### config.mk
export PLATFORM = sky130hd
export DESIGN_NAME = tilemap_writer_flat
export DESIGN_NICKNAME = d
export VERILOG_FILES = /design/src/rtl/tilemap_writer_if.sv /design/src/rtl/tilemap_writer.sv /design/src/flat_wrapper.sv
export SDC_FILE = /design/constraint.sdc
export NUM_CORES = 1
export LEC_CHECK = 0
export CAP_MARGIN = 20
export CORE_ASPECT_RATIO = 0.5
export CORE_MARGIN = 3
export CORE_UTILIZATION = 60
export CTS_CLUSTER_SIZE = 8
export DETAILED_ROUTE_END_ITERATION = 10
export PLACE_DENSITY = 0.84
export RECOVER_POWER = 100
export SYNTH_ARGS = -nofsm -noshare
export SYNTH_HDL_FRONTEND = slang
export SYNTH_SLANG_ARGS = --single-unit
### constraint.sdc
create_clock -name clk -period 7 [get_ports clk]
set_input_delay 0.7 -clock clk [delete_from_list [all_inputs] [get_ports clk]]
set_output_delay 0.7 -clock clk [all_outputs]
set_load 0.02 [all_outputs]
### src/rtl/tilemap_writer_if.sv
// Bundle of the CPU register bus and the tilemap RAM write port for tilemap_writer.
// The engine side (master) drives RAM requests, RAM writes, CPU read data and busy.
// The environment side (slave) drives CPU accesses and the arbiter grant.
interface tilemap_writer_if #(
  parameter int TILEMAP_RAM_WIDTH = 10
);
  // CPU register access
  logic [2:0]                   addr;
  logic [7:0]                   data_in;
  logic                         write;
  logic [7:0]                   data_out;

  // Tilemap RAM port, shared through a req/gnt arbiter
  logic                         ram_req;
  logic                         ram_gnt;
  logic [TILEMAP_RAM_WIDTH-1:0] tilemapram_addr;
  logic [7:0]                   tilemapram_data_in;
  logic                         tilemapram_wr;

  // Command in progress
  logic                         busy;

  modport master (
    input  addr, data_in, write, ram_gnt,
    output data_out, ram_req, tilemapram_addr, tilemapram_data_in, tilemapram_wr, busy
  );

  modport slave (
    output addr, data_in, write, ram_gnt,
    input  data_out, ram_req, tilemapram_addr, tilemapram_data_in, tilemapram_wr, busy
  );
endinterface

### src/rtl/tilemap_writer.sv
// Command-driven rectangle fill / clear engine writing tile indices into tilemap RAM.
// Latency: command write -> REQ next cycle; one cell written per granted cycle in WRITE.
// Backpressure: ram_gnt low holds the cursor with ram_req kept high; RAM writes are gated by grant.
module tilemap_writer #(
  parameter int         TILEMAP_RAM_WIDTH = 10,
  parameter logic [4:0] TILEMAP_CELLS_X   = 5'd22,
  parameter logic [4:0] TILEMAP_CELLS_Y   = 5'd17,
  parameter logic [7:0] CLEAR_TILE        = 8'd0
) (
  input  logic              clk,
  input  logic              reset,
  tilemap_writer_if.master  bus
);

  typedef enum logic [1:0] {
    S_IDLE  = 2'd0,
    S_REQ   = 2'd1,
    S_WRITE = 2'd2,
    S_DONE  = 2'd3
  } state_t;

  state_t state;
  state_t state_nxt;

  // CPU-visible registers
  logic [4:0] reg_x0;
  logic [4:0] reg_y0;
  logic [4:0] reg_w;
  logic [4:0] reg_h;
  logic [7:0] reg_tile;
  logic [1:0] reg_cmd;
  logic       overrun;
  logic       busy_q;

  // Working copy of the running command and its cursor
  logic [4:0] wx0;
  logic [4:0] x_last;
  logic [4:0] y_last;
  logic [4:0] cx;
  logic [4:0] cy;
  logic [TILEMAP_RAM_WIDTH-1:0] ram_addr_q;
  logic [7:0] ram_data_q;

  // Decode of the current CPU access
  logic       cmd_write;
  logic       cmd_valid;
  logic       cmd_clear;
  logic       start;

  // Command source values before clipping (CLEAR overrides the registers)
  logic [4:0] src_x0;
  logic [4:0] src_y0;
  logic [4:0] src_w;
  logic [4:0] src_h;
  logic [7:0] src_tile;

  // Clipping results
  logic [4:0] room_x;
  logic [4:0] room_y;
  logic [4:0] w_eff;
  logic [4:0] h_eff;
  logic [4:0] x_last_nxt;
  logic [4:0] y_last_nxt;
  logic       empty_cmd;

  // Cursor stepping
  logic       last_cell;
  logic [4:0] cx_nxt;
  logic [4:0] cy_nxt;

  // FSM outputs
  logic       ram_req;
  logic       ram_wr;

  assign cmd_write = bus.write && (bus.addr == 3'd5);
  assign cmd_valid = (bus.data_in == 8'd1) || (bus.data_in == 8'd2);
  assign cmd_clear = (bus.data_in == 8'd2);
  assign start     = (state == S_IDLE) && cmd_write && cmd_valid;

  assign src_x0   = cmd_clear ? 5'd0            : reg_x0;
  assign src_y0   = cmd_clear ? 5'd0            : reg_y0;
  assign src_w    = cmd_clear ? TILEMAP_CELLS_X : reg_w;
  assign src_h    = cmd_clear ? TILEMAP_CELLS_Y : reg_h;
  assign src_tile = cmd_clear ? CLEAR_TILE      : reg_tile;

  // Room left to the visible edge; only meaningful when the origin lies inside the map,
  // which the empty check guarantees before these values are used.
  assign room_x     = TILEMAP_CELLS_X - src_x0;
  assign room_y     = TILEMAP_CELLS_Y - src_y0;
  assign w_eff      = (src_w < room_x) ? src_w : room_x;
  assign h_eff      = (src_h < room_y) ? src_h : room_y;
  assign x_last_nxt = src_x0 + w_eff - 5'd1;
  assign y_last_nxt = src_y0 + h_eff - 5'd1;
  assign empty_cmd  = (src_x0 >= TILEMAP_CELLS_X) || (src_y0 >= TILEMAP_CELLS_Y) ||
                      (src_w == 5'd0) || (src_h == 5'd0);

  // Row-major walk: step x, wrap to the rectangle's left edge and move down a row.
  assign last_cell = (cx == x_last) && (cy == y_last);
  assign cx_nxt    = (cx == x_last) ? wx0 : cx + 5'd1;
  assign cy_nxt    = (cx == x_last) ? cy + 5'd1 : cy;

  // State register
  always_ff @(posedge clk) begin
    if (reset) begin
      state <= S_IDLE;
    end else begin
      state <= state_nxt;
    end
  end

  // Next-state and RAM handshake; the write strobe is gated by grant and by reset so
  // that no write slips out in the cycle a reset or a grant drop arrives.
  always_comb begin
    state_nxt = state;
    ram_req   = 1'b0;
    ram_wr    = 1'b0;
    case (state)
      S_IDLE: begin
        if (start) begin
          state_nxt = empty_cmd ? S_DONE : S_REQ;
        end
      end
      S_REQ: begin
        ram_req = 1'b1;
        if (bus.ram_gnt) begin
          state_nxt = S_WRITE;
        end
      end
      S_WRITE: begin
        ram_req = 1'b1;
        ram_wr  = bus.ram_gnt && !reset;
        if (bus.ram_gnt && last_cell) begin
          state_nxt = S_DONE;
        end
      end
      S_DONE: begin
        state_nxt = S_IDLE;
      end
      default: begin
        state_nxt = S_IDLE;
      end
    endcase
  end

  // CPU register file, command register and overrun flag. A command write outside IDLE
  // (including the DONE cycle) is dropped and flagged as an overrun.
  always_ff @(posedge clk) begin
    if (reset) begin
      reg_x0   <= 5'd0;
      reg_y0   <= 5'd0;
      reg_w    <= 5'd0;
      reg_h    <= 5'd0;
      reg_tile <= 8'd0;
      reg_cmd  <= 2'd0;
      overrun  <= 1'b0;
    end else begin
      if (state == S_DONE) begin
        reg_cmd <= 2'd0;
      end
      if (bus.write) begin
        case (bus.addr)
          3'd0: reg_x0   <= bus.data_in[4:0];
          3'd1: reg_y0   <= bus.data_in[4:0];
          3'd2: reg_w    <= bus.data_in[4:0];
          3'd3: reg_h    <= bus.data_in[4:0];
          3'd4: reg_tile <= bus.data_in;
          3'd5: begin
            if (state != S_IDLE) begin
              overrun <= 1'b1;
            end else if (cmd_valid) begin
              reg_cmd <= bus.data_in[1:0];
            end
          end
          3'd6: overrun <= 1'b0;
          default: ;
        endcase
      end
    end
  end

  // Command engine: latch the clipped rectangle at start, step the cursor on each
  // granted write, and keep the RAM address/data registered one step ahead.
  always_ff @(posedge clk) begin
    if (reset) begin
      busy_q     <= 1'b0;
      wx0        <= 5'd0;
      x_last     <= 5'd0;
      y_last     <= 5'd0;
      cx         <= 5'd0;
      cy         <= 5'd0;
      ram_addr_q <= '0;
      ram_data_q <= 8'd0;
    end else begin
      if (start && !empty_cmd) begin
        busy_q     <= 1'b1;
        wx0        <= src_x0;
        x_last     <= x_last_nxt;
        y_last     <= y_last_nxt;
        cx         <= src_x0;
        cy         <= src_y0;
        ram_addr_q <= TILEMAP_RAM_WIDTH'({src_y0, src_x0});
        ram_data_q <= src_tile;
      end else if (ram_wr && !last_cell) begin
        cx         <= cx_nxt;
        cy         <= cy_nxt;
        ram_addr_q <= TILEMAP_RAM_WIDTH'({cy_nxt, cx_nxt});
      end
      if (state == S_DONE) begin
        busy_q <= 1'b0;
      end
    end
  end

  // CPU read mux, unused upper bits return zero
  always_comb begin
    bus.data_out = 8'd0;
    case (bus.addr)
      3'd0:    bus.data_out = {3'd0, reg_x0};
      3'd1:    bus.data_out = {3'd0, reg_y0};
      3'd2:    bus.data_out = {3'd0, reg_w};
      3'd3:    bus.data_out = {3'd0, reg_h};
      3'd4:    bus.data_out = reg_tile;
      3'd5:    bus.data_out = {6'd0, reg_cmd};
      3'd6:    bus.data_out = {6'd0, overrun, busy_q};
      default: bus.data_out = 8'd0;
    endcase
  end

  assign bus.ram_req            = ram_req;
  assign bus.tilemapram_wr      = ram_wr;
  assign bus.tilemapram_addr    = ram_addr_q;
  assign bus.tilemapram_data_in = ram_data_q;
  assign bus.busy               = busy_q;

endmodule

### src/flat_wrapper.sv
// flat-port wrapper written by rule: the top's interface ports become plain ports
module tilemap_writer_flat 
#(
  parameter int         TILEMAP_RAM_WIDTH = 10,
  parameter logic [4:0] TILEMAP_CELLS_X   = 5'd22,
  parameter logic [4:0] TILEMAP_CELLS_Y   = 5'd17,
  parameter logic [7:0] CLEAR_TILE        = 8'd0
)
  (clk, reset, bus_addr, bus_data_in, bus_write, bus_ram_gnt, bus_data_out, bus_ram_req, bus_tilemapram_addr, bus_tilemapram_data_in, bus_tilemapram_wr, bus_busy);
  tilemap_writer_if #(.TILEMAP_RAM_WIDTH(TILEMAP_RAM_WIDTH)) bus_i ();
  input  logic clk;
  input  logic reset;
  input wire logic [$bits(bus_i.addr)-1:0] bus_addr;
  input wire logic [$bits(bus_i.data_in)-1:0] bus_data_in;
  input wire logic [$bits(bus_i.write)-1:0] bus_write;
  input wire logic [$bits(bus_i.ram_gnt)-1:0] bus_ram_gnt;
  output wire logic [$bits(bus_i.data_out)-1:0] bus_data_out;
  output wire logic [$bits(bus_i.ram_req)-1:0] bus_ram_req;
  output wire logic [$bits(bus_i.tilemapram_addr)-1:0] bus_tilemapram_addr;
  output wire logic [$bits(bus_i.tilemapram_data_in)-1:0] bus_tilemapram_data_in;
  output wire logic [$bits(bus_i.tilemapram_wr)-1:0] bus_tilemapram_wr;
  output wire logic [$bits(bus_i.busy)-1:0] bus_busy;
  assign bus_i.addr = bus_addr;
  assign bus_i.data_in = bus_data_in;
  assign bus_i.write = bus_write;
  assign bus_i.ram_gnt = bus_ram_gnt;
  assign bus_data_out = bus_i.data_out;
  assign bus_ram_req = bus_i.ram_req;
  assign bus_tilemapram_addr = bus_i.tilemapram_addr;
  assign bus_tilemapram_data_in = bus_i.tilemapram_data_in;
  assign bus_tilemapram_wr = bus_i.tilemapram_wr;
  assign bus_busy = bus_i.busy;
  tilemap_writer #(.TILEMAP_RAM_WIDTH(TILEMAP_RAM_WIDTH), .TILEMAP_CELLS_X(TILEMAP_CELLS_X), .TILEMAP_CELLS_Y(TILEMAP_CELLS_Y), .CLEAR_TILE(CLEAR_TILE)) u_core (.clk(clk), .reset(reset), .bus(bus_i));
endmodule
==> reports/metrics.cfg, run 1 <==
[synthesis]
synth_compound_area_share_pct = 14.8
synthesis.nets = 564
yosysSeqAreaShare_pct = 31.6
avgSynthCellArea_um2 = 8.17
synth_fa_ha_area_share_pct = 9.20
yosys_warnings = 0
yosys.area_share.simple_pct = 23.4
synth.distinct_cells = 58
synth_seq_cells = 67
netlist_instances = 519
ys.flop_type = dfxtp_1
syn_area_um2 = 4240
muxShareOfSynthArea_pct = 9.85
synth_top_family_by_area = simple AND/OR/NAND/NOR gates
async_reset_ff_share_pct = 0
synth_xor_area_share_pct = 5.99
synth_edf_count = 0

[power]
p_switching_mw = 0.273
powerDensity_nw_per_um2 = 206
leakagePower_nw = 2.08
ir_worst_vdd_mv = 0.158
swShare_pct = 26.9
clockPowerShare_pct = 43.4
internal_power_mw = 0.740
p_comb_share_pct = 16.6
power_frac_seq_pct = 39.9

[critical_path]
crit_type = in2out
cp.required_ns = 6.30
r2r_cells = 16
r2r_slack_ns = 2.99
cp.arrival_ns = 4.96
r2r-start = u_core.reg_x0[1]
timing.rr.end = u_core.x_last[3]
cp_max_fo = 62
startpoint_type = primary input
cp-end-kind = output port

[clock_tree]
clk_latency_ns = 0.33
root_buffer = clkbuf_16
cts-hold-fix-buffers = 0
cts_buffers = 9
cts_setup_buffers = 0
cts_tree = yes
htreeDepth = 3
cts_resized = 0
cts.clk_slew.worst_paths_ns = 0.05
cts_max_path_buffers = 2
cts_sinks = 67

[grt]
grt_pass1_wl_mm = 18.5
busiest_layer = met2
grt_overflow_total = 0
antenna_found_initial = 0
met2_usage_pct = 43.5
grt_pass1_vias = 3549
grt_max_degree = 63
use_met1_pct = 40.7
grt_use_total_pct = 28.9
met3_usage_pct = 8.12

[routing]
drt_iter0_drc = 410
wirelength_mm = 11.2
drt-wirelength-per-cell_um = 17.6
vias = 3883
drc = 0
avgViaCountPerCell = 6.09
ant_nets = 0
drt_pass1_iterations = 5

[timing]
maxSlewViolCount = 85
final-hold-violation-count = 0
period_share_pct = 80.9
finalSetupViolCount = 0
tightest_slew_ns = 2.73
finalCriticalPeriod_ns = 5.66
worst_slack_ns = 1.34
rsz0062_at_grt = false
max_slew_margin_pct = -81.8
setup-tns-final_ns = 0
clock_skew_ns = 0.00571
fmax_ghz = 0.177

[floorplan]
die-height_um = 65.5
dieArea_um2 = 8180
design.core.area_um2 = 6460
dieWidth_um = 125
rows = 20
ios = 44
initial_core_util_pct = 65.7

[placed_design]
port_buffers = 43
dpl_worst_slack_ns = 1.77
place_congestion = 0.905
dpl.hpwl_mm = 7.88

[outcome]
failed_checks = max-capacitance violations, max-slew violations
outcome = finished with violations

[layout]
final_common_cell = nand2_1
antenna_cells = 0
fill_cells = 501
layout-drive-gt1-share_pct = 5.64
syn2layout_area_growth_pct = 15.8
nets = 592
final_core_util_pct = 76.1
layout_common_cells = nand2_1, dfxtp_1, nor2_1

[hold_path]
hp-class = reg2reg
hold_end = u_core.bus.tilemapram_data_in[7]
min_path_cells = 2
hold_start = u_core.bus.tilemapram_data_in[7]

[flow_run]
maxCapViolCount = 2

[routing by layer]
layer	vias up	share of wire [%]	routed length [µm]
met1	1809	47	5310
met5	-	0	0
li1	1869	-	-
met4	0	1.5	174
met2	180	42	4760
met3	25	8.7	980
[worst max-delay path by stage]
stage / startpoint / endpoint
2_1_floorplan: bus_data_in[1] / u_core.x_last[3]
3_3_place_gp: bus_data_in[0] / u_core.y_last[4]
3_5_place_dp: bus_data_in[0] / u_core.y_last[4]
4_1_cts: bus_data_in[0] / u_core.y_last[4]
5_1_grt: reset / bus_tilemapram_wr
6_report: reset / bus_tilemapram_wr
[cells by family after synthesis]
logic type | after synthesis
compound gates | 103
xor+xnor | 29
fa+ha+maj | 30
buf+inv | 51
flops | 67
mux | 35
simple gates | 204
[power by group through the flow]
stage	logic [mW]	clock network [mW]	registers, mW
4_1_cts	0.170	0.441	0.404
2_1_floorplan	0.117	0	0.409
5_1_grt	0.188	0.459	0.406
3_3_place_gp	0.165	0	0.412
6_report	0.168	0.440	0.405
3_5_place_dp	0.168	0	0.413
[through the flow]
stage | total power, mW | instance area, µm² | instances | hold WS [ns]
after global routing | 1.05 | 4910 | 638 | 0.475
after CTS | 1.02 | 4940 | 638 | 0.449
after detailed placement | 0.581 | 4660 | 624 | 0.444
after floorplan | 0.525 | 4240 | 519 | 0.432
final | 1.01 | 4910 | 638 | 0.444
after global placement | 0.577 | 4660 | 624 | 0.439
[cell usage after synthesis (all sizes together), types with 2 or more instances]
cell type   n  area (µm²)
a21o       10        75.1
a21oi      45         229
a211oi      6        45.0
nor2       49         184
nand2b      5        31.3
nand4       5        31.3
o21ai      19        95.1
clkbuf     15        56.3
fa          2        40.0
nor4        4        40.0
mux2i      26         260
nand2      70         263
dfxtp      67        1340
inv        23        86.3
or2         2        12.5
mux2        4        45.0
a31oi       5        31.3
and2       12        75.1
a21boi      3        22.5
and4        2        17.5
and3        3        18.8
nand3      27         135
buf        13        75.1
nor2b       6        37.5
nor3b       2        20.0
nor3        6        35.0
o31ai       3        27.5
o211ai      2        15.0
or4         5        41.3
o21bai      2        18.8
mux4        5         113
a221oi      2        17.5
xnor2      14         123
nand3b      3        22.5
xor2       15         131
ha         28         350
[sequential cells by signal, indices dropped and copies added (netlist names), 2 cells and up]
| name | flops |
|---|---|
| u_core.reg_x0 | 5 |
| u_core.bus.tilemapram_data_in | 8 |
| u_core.reg_h | 5 |
| u_core.state | 2 |
| u_core.x_last | 5 |
| u_core.y_last | 5 |
| u_core.reg_cmd | 2 |
| u_core.reg_w | 5 |
| u_core.reg_tile | 8 |
| u_core.wx0 | 5 |
| u_core.reg_y0 | 5 |
| u_core.bus.tilemapram_addr | 10 |
[critical path, stage by stage]
cell	delay, ns
buf_2	0.07
clkbuf_1	1.91
inv_1	0.79
nand3_1	0.61
inv_1	0.23
clkdlybuf4s50_1	0.59
[cell type report]
class	instances	area (µm²)	share of cell area [%]
Clock buffer	11	243	4.94
Clock inverter	3	40.0	0.815
Sequential cell	67	1340	27.3
Multi-Input combinational cell	401	2660	54.1
Inverter	23	86.3	1.76
Tap cell	88	110	2.24
Timing Repair Buffer	45	437	8.89
Note: power is estimated with default switching activity, not from simulation.
==> run 2: changes to the inputs <==
Settings changed: CORE_UTILIZATION 60 to 52, PLACE_DENSITY 0.84 to 0.77.
Clock period 7 ns to 4.58 ns, I/O delays scaled along.
==> reports/metrics.cfg, run 2 (synthesis gave the netlist of run 1 again) <==
[routing]
drt_iter0_drc = 270
drt-wirelength-per-cell_um = 16.7
drc = 0
vias = 3869
drt_pass1_iterations = 6
avgViaCountPerCell = 5.73
wirelength_mm = 11.2
ant_nets = 0

[clock_tree]
clk_latency_ns = 0.34
cts_tree = yes
cts_sinks = 67
cts_setup_buffers = 0
cts_max_path_buffers = 2
cts-hold-fix-buffers = 0
cts_buffers = 9
htreeDepth = 3
root_buffer = clkbuf_16
cts.clk_slew.worst_paths_ns = 0.05

[layout]
layout_common_cells = nand2_1, dfxtp_1, nor2_1
nets = 607
largest_reg_flops = 10
antenna_cells = 0
syn2layout_area_growth_pct = 19.1
final_core_util_pct = 66.3
final_common_cell = nand2_1
fin_area_um2 = 5050
layout-drive-gt1-share_pct = 7.94

[power]
leakagePower_nw = 2.15
total_power_mw = 1.52
ir_worst_vdd_mv = 0.183
powerDensity_nw_per_um2 = 300

[critical_path]
cp-end-kind = register
cp_max_fo = 29
crit_chain = clkdlybuf4s50_1, nor4_4, nand2_1, buf_6, nand2_1, ha_1, inv_1, ha_1, a21oi_1, o21ai_1, o21bai_2, mux2i_1, ha_1, inv_1, ha_1, a21o_1, a21oi_1, xnor2_1, a21oi_1, nand3b_1, a21oi_1
critical-path-max-stage-delay_ns = 0.47
startpoint_type = primary input
critPathSlowestCell = clkdlybuf4s50_1
cp.arrival_ns = 4.52
cp.required_ns = 4.85
crit_type = in2reg

[grt]
grt_pass1_vias = 3731
antenna_found_initial = 0
grt_pass1_wl_mm = 18.7
grt_use_total_pct = 25.2
grt_max_degree = 62
grt_overflow_total = 0

[floorplan]
dieArea_um2 = 9340
dieWidth_um = 134
initial_core_util_pct = 55.6
die-height_um = 69.9
rows = 22
design.core.area_um2 = 7620
ios = 44

[hold_path]
hp-class = reg2reg

[placed_design]
placed_cell_area_um2 = 4800
dpl.hpwl_mm = 8.27
port_buffers = 43
place_congestion = 0.921

[timing]
clock_skew_ns = 0.00694
period_share_pct = 92.8
finalCriticalPeriod_ns = 4.25
tightest_slew_ns = 1.18
rsz0062_at_grt = false
finalSetupViolCount = 0
final-hold-violation-count = 0
fmax_ghz = 0.235
max_slew_margin_pct = 21.1
maxSlewViolCount = 0

[flow_run]
maxCapViolCount = 0

[outcome]
outcome = completed

run 2: cell count changes in the layout (fill, tap and decap cells not counted), moves of 2 or more:
cell	change
o21ai_0	-2
buf_4	+12
clkbuf_1	+4
o21ai_1	+2
run 2: area by class of cell:
cell class | count | area, µm²
clock buffers | 14 | 264
inverters | 23 | 86.3
well taps | 108 | 135
repair buffers | 60 | 546
multi-input cells | 401 | 2670
fillers | 654 | 2570
clock inverters | 2 | 10.0
flip-flops and latches | 67 | 1340
run 2: report_power, final:
group          internal (mW)  total (mW)  switching [mW]
Combinational          0.108       0.261           0.153
Sequential             0.599       0.619          0.0196
Clock                  0.394       0.637           0.243
run 2: worst max-delay path, delay by kind of cell:
family / cells / cell delay [ns]
AOI/OAI and AO/OA: 7 / 1.07
muxes: 1 / 0.15
buffers and inverters: 4 / 0.80
and+or+nand+nor: 4 / 0.75
xor gates and xnor gates: 1 / 0.16
adders and majority gates: 4 / 1.12
run 2: timing repair:
item	CTS	global route
endpoints found under the hold margin	0	0
gates resized for setup	0	2
setup endpoints to repair	0	1
run 2: final timing paths:
check	start	to	slack (ns)	cells after the start
worst min-delay path	u_core.bus.tilemapram_data_in[0]	u_core.bus.tilemapram_data_in[0]	0.45	2
worst min register to register	u_core.bus.tilemapram_data_in[0]	u_core.bus.tilemapram_data_in[0]	0.45	2
worst max-delay path	bus_data_in[3]	u_core.y_last[4]	0.33	21
worst max register to register	u_core.reg_x0[0]	u_core.x_last[3]	0.95	15
run 2: per-stage QoR:
stage                     cells  setup TNS (ns)  setup slack (ns)  hold slack [ns]
after floorplan             519               0             0.193            0.432
after global placement      659               0            0.0422            0.443
after detailed placement    659          -0.152           -0.0956            0.446
after CTS                   675               0             0.247            0.453
after global routing        675               0            0.0248            0.457
final                       675               0             0.332            0.448
run 2: routing by layer:
layer | part of all wire [%] | track usage (%) | up-vias
met5 | 0 | 0 | -
li1 | - | - | 1896
met1 | 48 | 35.6 | 1814
met4 | 1.4 | 9.12 | 0
met3 | 8.2 | 7.48 | 14
met2 | 43 | 36.3 | 145
